===== src/rtl/ccff_pkg.sv =====
// Shared state encoding and default sizing for the configuration-chain loader.
package ccff_pkg;

  typedef enum logic [1:0] {
    IDLE  = 2'd0,
    FETCH = 2'd1,
    SHIFT = 2'd2,
    DONE  = 2'd3
  } ccff_state_e;

  localparam int CCFF_WORD_W_DEF    = 32;
  localparam int CCFF_CHAIN_LEN_DEF = 4096;

endpackage


===== src/rtl/ccff_serializer.sv =====
// Word-to-bit serializer: loads a word masked to the bits the pass still needs, shifts it out LSB first.
// Load has priority over shift; last_bit flags the final bit of the loaded word (no internal backpressure).
module ccff_serializer
  import ccff_pkg::*;
#(
  parameter int WORD_W = CCFF_WORD_W_DEF,
  parameter int CNT_W  = $clog2(CCFF_CHAIN_LEN_DEF + 1)
) (
  input  logic              prog_clk,
  input  logic              pReset,
  input  logic              load,
  input  logic [WORD_W-1:0] load_data,
  input  logic [CNT_W-1:0]  bits_rem,
  input  logic              shift,
  output logic              head_bit,
  output logic              last_bit
);

  localparam int LEFT_W = $clog2(WORD_W + 1);

  logic [WORD_W-1:0] shreg_q, shreg_d;
  logic [LEFT_W-1:0] word_left_q, word_left_d;
  logic [LEFT_W-1:0] load_left;

  always_comb begin
    load_left   = (int'(bits_rem) < WORD_W) ? LEFT_W'(bits_rem) : LEFT_W'(WORD_W);
    shreg_d     = shreg_q;
    word_left_d = word_left_q;
    if (load) begin
      // Bits beyond the end of the chain are zeroed so the head idles low afterwards.
      for (int i = 0; i < WORD_W; i++) begin
        shreg_d[i] = load_data[i] & (i < int'(load_left));
      end
      word_left_d = load_left;
    end else if (shift) begin
      shreg_d     = shreg_q >> 1;
      word_left_d = word_left_q - LEFT_W'(1);
    end
  end

  always_ff @(posedge prog_clk) begin
    if (!pReset) begin
      shreg_q     <= '0;
      word_left_q <= '0;
    end else begin
      shreg_q     <= shreg_d;
      word_left_q <= word_left_d;
    end
  end

  assign head_bit = shreg_q[0];
  assign last_bit = (word_left_q == LEFT_W'(1));

endmodule


===== src/rtl/ccff_loader.sv =====
// Serializes bitstream words onto a config chain, with optional readback pass; first bit 2 cycles after start, then 1 bit/cycle.
// word_ready only in FETCH or on a word's last bit with more to send; an absent word parks the FSM in FETCH.
module ccff_loader
  import ccff_pkg::*;
#(
  parameter int WORD_W    = CCFF_WORD_W_DEF,
  parameter int CHAIN_LEN = CCFF_CHAIN_LEN_DEF,
  parameter int CNT_W     = $clog2(CHAIN_LEN + 1)
) (
  input  logic              prog_clk,
  input  logic              pReset,
  input  logic              start,
  input  logic              verify,
  input  logic              word_valid,
  input  logic [WORD_W-1:0] word_data,
  output logic              word_ready,
  output logic              ccff_head,
  input  logic              ccff_tail,
  output logic              shift_en,
  output logic              busy,
  output logic              done,
  output logic              error,
  output logic [CNT_W-1:0]  bit_cnt
);

  ccff_state_e      state_q, state_d;
  logic             pass_q, pass_d;
  logic             verify_q, verify_d;
  logic             error_q, error_d;
  logic [CNT_W-1:0] bit_cnt_q, bit_cnt_d;
  logic             shift_en_q, shift_en_d;
  logic             busy_q, busy_d;
  logic             done_q, done_d;

  logic             load;
  logic             last_bit;
  logic             pass_end;
  logic [CNT_W-1:0] bits_rem;

  assign pass_end = (bit_cnt_q == CNT_W'(CHAIN_LEN - 1));

  always_comb begin
    state_d    = state_q;
    pass_d     = pass_q;
    verify_d   = verify_q;
    error_d    = error_q;
    bit_cnt_d  = bit_cnt_q;
    word_ready = 1'b0;
    load       = 1'b0;
    unique case (state_q)
      IDLE: begin
        if (start) begin
          verify_d  = verify;
          error_d   = 1'b0;
          bit_cnt_d = '0;
          pass_d    = 1'b0;
          state_d   = FETCH;
        end
      end
      FETCH: begin
        word_ready = 1'b1;
        if (word_valid) begin
          load    = 1'b1;
          state_d = SHIFT;
        end
      end
      SHIFT: begin
        bit_cnt_d = bit_cnt_q + CNT_W'(1);
        // The oldest chain bit is the same-index bit of the first pass.
        if (pass_q && (ccff_tail != ccff_head)) begin
          error_d = 1'b1;
        end
        if (pass_end) begin
          if (verify_q && !pass_q) begin
            pass_d    = 1'b1;
            bit_cnt_d = '0;
            state_d   = FETCH;
          end else begin
            state_d = DONE;
          end
        end else if (last_bit) begin
          word_ready = 1'b1;
          if (word_valid) begin
            load = 1'b1;
          end else begin
            state_d = FETCH;
          end
        end
      end
      DONE: begin
        state_d = IDLE;
      end
      default: begin
        state_d = IDLE;
      end
    endcase
    bits_rem   = CNT_W'(CHAIN_LEN) - bit_cnt_d;
    shift_en_d = (state_d == SHIFT);
    busy_d     = (state_d != IDLE);
    done_d     = (state_d == DONE);
  end

  always_ff @(posedge prog_clk) begin
    if (!pReset) begin
      state_q    <= IDLE;
      pass_q     <= 1'b0;
      verify_q   <= 1'b0;
      error_q    <= 1'b0;
      bit_cnt_q  <= '0;
      shift_en_q <= 1'b0;
      busy_q     <= 1'b0;
      done_q     <= 1'b0;
    end else begin
      state_q    <= state_d;
      pass_q     <= pass_d;
      verify_q   <= verify_d;
      error_q    <= error_d;
      bit_cnt_q  <= bit_cnt_d;
      shift_en_q <= shift_en_d;
      busy_q     <= busy_d;
      done_q     <= done_d;
    end
  end

  ccff_serializer #(
    .WORD_W (WORD_W),
    .CNT_W  (CNT_W)
  ) u_ser (
    .prog_clk  (prog_clk),
    .pReset    (pReset),
    .load      (load),
    .load_data (word_data),
    .bits_rem  (bits_rem),
    .shift     (shift_en_q),
    .head_bit  (ccff_head),
    .last_bit  (last_bit)
  );

  assign shift_en = shift_en_q;
  assign busy     = busy_q;
  assign done     = done_q;
  assign error    = error_q;
  assign bit_cnt  = bit_cnt_q;

endmodule


===== config.mk =====
export PLATFORM = sky130hd
export DESIGN_NAME = ccff_loader
export DESIGN_NICKNAME = d
export VERILOG_FILES = /design/src/rtl/ccff_pkg.sv /design/src/rtl/ccff_serializer.sv /design/src/rtl/ccff_loader.sv
export SDC_FILE = /design/constraint.sdc
export NUM_CORES = 1
export LEC_CHECK = 0
export ABC_AREA = 0
export CAP_MARGIN = 20
export CORE_AREA = 2 2 107 98
export DETAILED_ROUTE_END_ITERATION = 7
export DIE_AREA = 0 0 109 100
export DONT_BUFFER_PORTS = 1
export PLACE_DENSITY = 0.64
export SLEW_MARGIN = 25
export SYNTH_ARGS = -nofsm -noshare
export SYNTH_HDL_FRONTEND = slang
export SYNTH_SLANG_ARGS = --single-unit

===== constraint.sdc =====
create_clock -name prog_clk -period 3.6 [get_ports prog_clk]
set_input_delay 0.72 -clock prog_clk [delete_from_list [all_inputs] [get_ports prog_clk]]
set_output_delay 0.72 -clock prog_clk [all_outputs]
set_load 0.1 [all_outputs]

=== Word-level counts from Yosys, hierarchy flattened ===
Cells that the tools add are included.

* Register bits: 59
* Output and inout port bits: 19
* Logic and storage cells: 129

* Add/subtract/negate cells: 3
* Order comparisons: 33
* Equality and inequality tests: 12
* Multiplexer cells: 29
* Bitwise gates (word level): 32
* Reduce and logical (&&, ||, !) cells: 10

{| class="wikitable"
|+ Operators with widths
! kind !! count
|-
| < comparator 5 x 6 -> 1 bit, first input constant || 16
|-
| two-way mux 32 bit || 2
|-
| < comparator 4 x 6 -> 1 bit, first input constant || 8
|-
| two-way mux 13 bit || 3
|-
| bitwise AND 1 bit || 32
|-
| one-hot mux 13 bit (2 select lines) || 1
|-
| < comparator 3 x 6 -> 1 bit, first input constant || 4
|-
| two-way mux 6 bit || 3
|-
| adder 13 x 1 -> 13 bit, second input constant || 1
|-
| equality test 13 x 12 -> 1 bit, second input constant || 1
|-
| < comparator 13 x 6 -> 1 bit, second input constant || 1
|-
| subtractor 13 bit, first input constant || 1
|-
| < comparator 1 x 6 -> 1 bit, first input constant || 2
|-
| < comparator 2 x 6 -> 1 bit, first input constant || 2
|-
| two-way mux 2 bit || 6
|-
| two-way mux 1 bit || 9
|-
| equality test 2 bit, second input constant || 4
|-
| != test 2 bit, second input constant || 4
|-
| one-hot mux 1 bit (2 select lines) || 4
|-
| one-hot mux 2 bit (4 select lines) || 1
|-
| equality test 6 x 1 -> 1 bit, second input constant || 1
|-
| nonzero test 2 bit || 3
|-
| subtractor 6 x 1 -> 6 bit, second input constant || 1
|-
| AND reduction 4 bit || 1
|-
| other kinds (7) || 8
|}

=== Logic depth before layout (Yosys ltp) ===
* Depth after elaboration: 11
* Gate-level depth with buffers: 17

=== Hierarchy ===
From an unflattened synthesis, not the netlist that was laid out.

* Cell total of the unflattened synthesis: 473
* Area total of the unflattened synthesis: 3841.2 um2

{| class="wikitable"
|+ Modules (own cells, without submodules)
! module !! times used !! cells an instance !! area each (um2) !! sequential area each (um2)
|-
| ccff_serializer || 1 || 270 || 2192.1 || 760.7
|-
| ccff_loader || 1 || 203 || 1649.1 || 420.4
|}

=== Least setup slack after synthesis ===
No wires, ideal clock.

* Kind: flip-flop to flip-flop
* From: register bit_cnt_q[0] (netlist: bit_cnt[0])
* To: register u_ser.shreg_q[5]
* Data arrival time: 4057 ps
* Required time: 3465 ps
* Setup slack: -592 ps
* Cell stages (with the launch flop): 16
* Cells stage by stage: dfxtp_1 > ha_1 > and3_1 > buf_2 > a41o_1 > clkbuf_1 > o21ai_0 > inv_1 > ha_1 > nand2_1 > o41ai_1 > a21oi_1 > a2111oi_4 > buf_6 > buf_6 > a31oi_1

* Word-level cells in the longest chain between the ends: 10
* Elaborated cells between the ends (all ways): 15

{| class="wikitable"
|+ RTL lines
! what !! line !! RTL
|-
| start, declared || ccff_loader.sv:30 || <nowiki>logic [CNT_W-1:0] bit_cnt_q, bit_cnt_d;</nowiki>
|-
| start signal, assigned || ccff_loader.sv:118 || <nowiki>bit_cnt_q <= bit_cnt_d;</nowiki>
|-
| adder 13 x 1 -> 13 bit || ccff_loader.sv:68 || <nowiki>bit_cnt_d = bit_cnt_q + CNT_W'(1);</nowiki>
|-
| two-way mux 13 bit || ccff_loader.sv:74 || <nowiki>if (verify_q && !pass_q) begin</nowiki>
|-
| two-way mux 13 bit || ccff_loader.sv:73 || <nowiki>if (pass_end) begin</nowiki>
|-
| one-hot mux 13 bit (2 select lines) || ccff_loader.sv:50 || <nowiki>unique case (state_q)</nowiki>
|-
| subtractor 13 bit || ccff_loader.sv:97 || <nowiki>bits_rem = CNT_W'(CHAIN_LEN) - bit_cnt_d;</nowiki>
|-
| < comparator 13 x 6 -> 1 bit || ccff_serializer.sv:26 || <nowiki>load_left = (int'(bits_rem) < WORD_W) ? LEFT_W'(bits_rem) : LEFT_W'(WORD_W);</nowiki>
|-
| two-way mux 6 bit || ccff_serializer.sv:26 ||
|-
| < comparator 3 x 6 -> 1 bit || ccff_serializer.sv:32 || <nowiki>shreg_d[i] = load_data[i] & (i < int'(load_left));</nowiki>
|-
| bitwise AND 1 bit || ccff_serializer.sv:32 ||
|-
| two-way mux 32 bit || ccff_serializer.sv:29 || <nowiki>if (load) begin</nowiki>
|-
| end signal, assigned || ccff_serializer.sv:46 || <nowiki>shreg_q <= shreg_d;</nowiki>
|-
| end, declared || ccff_serializer.sv:21 || <nowiki>logic [WORD_W-1:0] shreg_q, shreg_d;</nowiki>
|}

Several ways; a longest one is shown, not always the timed one.
A chain may end at the register's enable or synchronous reset.

=== Final worst setup path ===
* From: register state_q[0]
* To: register u_ser.shreg_q[25]

* Word-level cells in the longest chain between the ends: 8
* Elaborated cells between the ends (all ways): 12

{| class="wikitable"
|+ RTL lines
! what !! line !! RTL
|-
| start, declared || ccff_loader.sv:26 || <nowiki>ccff_state_e state_q, state_d;</nowiki>
|-
| start signal, assigned || ccff_loader.sv:114 || <nowiki>state_q <= state_d;</nowiki>
|-
| equality test 2 bit / logical NOT 2 bit (equally long branches) || ccff_loader.sv:50 ||
|-
| one-hot mux 13 bit (2 select lines) || ccff_loader.sv:50 ||
|-
| subtractor 13 bit || ccff_loader.sv:97 ||
|-
| < comparator 13 x 6 -> 1 bit || ccff_serializer.sv:26 ||
|-
| two-way mux 6 bit || ccff_serializer.sv:26 ||
|-
| < comparator 5 x 6 -> 1 bit || ccff_serializer.sv:32 ||
|-
| bitwise AND 1 bit || ccff_serializer.sv:32 ||
|-
| two-way mux 32 bit || ccff_serializer.sv:29 ||
|}

Several ways; a longest one is shown, not always the timed one.

==> impl_metrics.json <==
{
  "clock_skew_ns": 0.0151,
  "insertion_delay_ns": 0.35,
  "setup_tns_ns": 0,
  "leakage_nw": 1.55,
  "drtPass1Iterations": 5,
  "cap_viol_max_count": 0,
  "antenna_found_initial": 0,
  "syn_avg_cell_area_sq_um": 8.03,
  "grt_max_degree": 39,
  "clock_sinks": 59,
  "htree_levels": 3,
  "met1_length_um": 4710,
  "post-route-period-util": 0.959,
  "via_per_inst": 5.88,
  "worstPathCellList": "inv_1, ha_1, mux2_4, o22ai_1, or3_1, or3b_1, or4_4, a2111oi_4, buf_12, o221ai_1",
  "syn_nets": 521,
  "overflow": 0,
  "ys_types": 65,
  "synth-seq-area-share": 0.309,
  "worstPathRequired_ns": 3.81,
  "finalHoldViolations": 0,
  "relSlewSlack": 0.270,
  "num_rows": 35,
  "final_common_cell": "nand2_1",
  "met3_length_um": 700,
  "stdcell_count": 613,
  "mostFrequentLayoutCells": "nand2_1, dfxtp_1, a21oi_1, nor2_1, buf_4",
  "min_path_type": "flop to flop",
  "gp_congestion": 0.868,
  "clk_path_buf_depth": 2,
  "cts_buffers": 9,
  "gr-usage-all-layers": 0.196,
  "postRouteWirelength_um": 10300,
  "fp.coreArea_sq_mm": 0.00994,
  "power_density_mw_per_mm2": 710,
  "drt_iter0_drc": 275,
  "hold_end": "verify_q$_SDFFE_PN0P_",
  "ir_drop_mv": 0.253,
  "synth_area_sq_mm": 0.00382,
  "wire_per_inst_um": 16.7,
  "grt_pass1_vias": 3334,
  "slowest_stage": "or4_4",
  "fin_total_pwr_w": 0.00307,
  "ys_seq_elements": 59,
  "clk_pin_slew_worst_paths_ns": 0.08,
  "status": "finished clean",
  "worstSetupPathType": "flop to flop",
  "port_buffers": 0,
  "dpl_worst_slack_ns": 0.185,
  "synth_top_area_frac": 0.309,
  "reg2reg_from": "state_q[0]$_SDFF_PN0_",
  "cts_tree": "built",
  "die_x_um": 109,
  "nets": 524,
  "ios": 57,
  "cp_data_arrival_time_ns": 3.67,
  "async_flop_share": 0,
  "tightest_slew_ns": 1.09,
  "yosysTopAreaCell": "dfxtp_1",
  "drtAntennaViolNets": 0,
  "r2r_end": "u_ser.shreg_q[25]$_SDFFE_PN0P_",
  "synth_flop_cell": "dfxtp_1",
  "whs_path_depth": 2,
  "crit_fanout": 38,
  "cp_top_family": "simple AND/OR/NAND/NOR gates",
  "final.setup.worst_slack_ns": 0.147,
  "dp_hpwl_um": 7090,
  "top_layer_used": "met4",
  "cpPeakStageDelay_ns": 0.53,
  "holdBufCountCts": 0,
  "hold_start": "verify_q$_SDFFE_PN0P_",
  "place_area_sq_mm": 0.00409,
  "yosysWarnings": 0,
  "synthTopCellsByArea": "dfxtp_1, a21oi_1, mux2i_1",
  "die_y_um": 100,
  "period_needed_ns": 3.45,
  "vias": 3606,
  "drv_slew": 0,
  "grt_pass1_wl_um": 16800,
  "fin_area_sq_mm": 0.00432,
  "end_kind": "flop",
  "setup_viol": 0,
  "setup.worst_path.start_class": "flop",
  "post-cts-setup-buffer-count": 0,
  "max_clock_freq_mhz": 290,
  "drive_gt1_frac": 0.174,
  "syn2layout_area_growth_pct": 13.1,
  "drc": 0,
  "ctsRootBufferMaster": "clkbuf_8",
  "antenna_cells": 0,
  "r2r_slack_ns": 0.15,
  "place_inst": 597,
  "synthCells": 476,
  "wl_met2_um": 4650,
  "start_util": 0.384,
  "die_area_sq_mm": 0.0109,
  "synth_edf_count": 0,
  "crit_buf_inv": 2,
  "worstRegToRegCells": 10
}
## state kept, by name (all words and copies together) (netlist names)
signal             flops
done                   1
u_ser.shreg_q         32
bit_cnt               13
pass_q                 1
error                  1
busy                   1
verify_q               1
state_q                2
shift_en               1
u_ser.word_left_q      6
## what timing repair did
item / in CTS / in global routing
gates resized for setup: 0 / 2
endpoints found under the setup margin: 0 / 10
endpoints found under the hold margin: 0 / 0
## synth_stat cells, drive strengths merged (4+ instances only)
master,number
o221ai,6
mux2i,19
a21oi,38
nand3,19
a21boi,4
xnor2,5
nand2b,6
a211oi,12
dfxtp,59
a41o,4
nor2b,5
nor2,34
o211ai,11
o21ai,19
xor2,8
or3,4
and3,6
mux2,13
clkbuf,27
o2111ai,8
nand4,8
nand2,49
a31oi,11
inv,11
nor3,4
ha,7
nor3b,4
and2,16
buf,12
a41oi,4
and4,4
## routing by layer
metal	GRT usage	up-vias
met2	0.290	115
met3	0.0623	13
li1	-	1776
met4	0.0641	0
met5	0	-
met1	0.270	1702
## kinds of logic (layout without fill, tap and decap cells)
kind of cell,Yosys count,after routing,share of synthesized area
compound gates,143,143,0.260
xor+xnor,13,13,0.0298
fa+ha+maj,7,7,0.0229
buf+inv,50,58,0.0596
flops,59,59,0.309
mux,32,32,0.0891
simple gates,172,172,0.229
## worst max path at each step
stage	slack, ns	endpoint	startpoint	depth (start not counted)
6_report	0.15	u_ser.shreg_q[25]$_SDFFE_PN0P_	state_q[0]$_SDFF_PN0_	10
5_1_grt	-0.005	u_ser.shreg_q[30]$_SDFFE_PN0P_	state_q[0]$_SDFF_PN0_	14
4_1_cts	0.14	word_ready	bit_cnt[4]$_SDFF_PN0_	6
3_5_place_dp	0.19	u_ser.shreg_q[30]$_SDFFE_PN0P_	state_q[0]$_SDFF_PN0_	10
3_3_place_gp	0.29	u_ser.shreg_q[25]$_SDFFE_PN0P_	state_q[0]$_SDFF_PN0_	10
2_1_floorplan	0.02	u_ser.shreg_q[5]$_SDFFE_PN0P_	bit_cnt[0]$_SDFF_PN0_	15
## worst reg2reg max path, delay by kind of cell, from the launching register on
kind	cells	cell delay [ns]
simple gates	3	1.25
mux	1	0.30
compound gates	3	0.70
fa+ha+maj	1	0.31
flops	1	0.39
buf+inv	2	0.35
## metrics by stage
| stage | hold WS, ns | utilization |
|---|---|---|
| final | 0.486 | 0.435 |
| after global routing | 0.475 | 0.435 |
| after CTS | 0.472 | 0.434 |
| after detailed placement | 0.480 | 0.412 |
| after global placement | 0.476 | 0.412 |
| after floorplan | 0.452 | - |
## final cells by class
class | instances | area [sq um]
fillers | 975 | 5620
multi-input cells | 367 | 2430
flip-flops and latches | 59 | 1210
repair buffers | 31 | 258
well taps | 129 | 161
clock buffers | 10 | 149
clock inverters | 6 | 70.1
inverters | 11 | 41.3
## power breakdown
group          total [W]  switching, W  leakage, nW  internal [W]
clock network   0.000678      0.000310        0.112      0.000368
logic            0.00147      0.000935        0.954      0.000533
registers       0.000921      0.000162        0.486      0.000760
No activity file was read; power rests on OpenSTA's default activity.
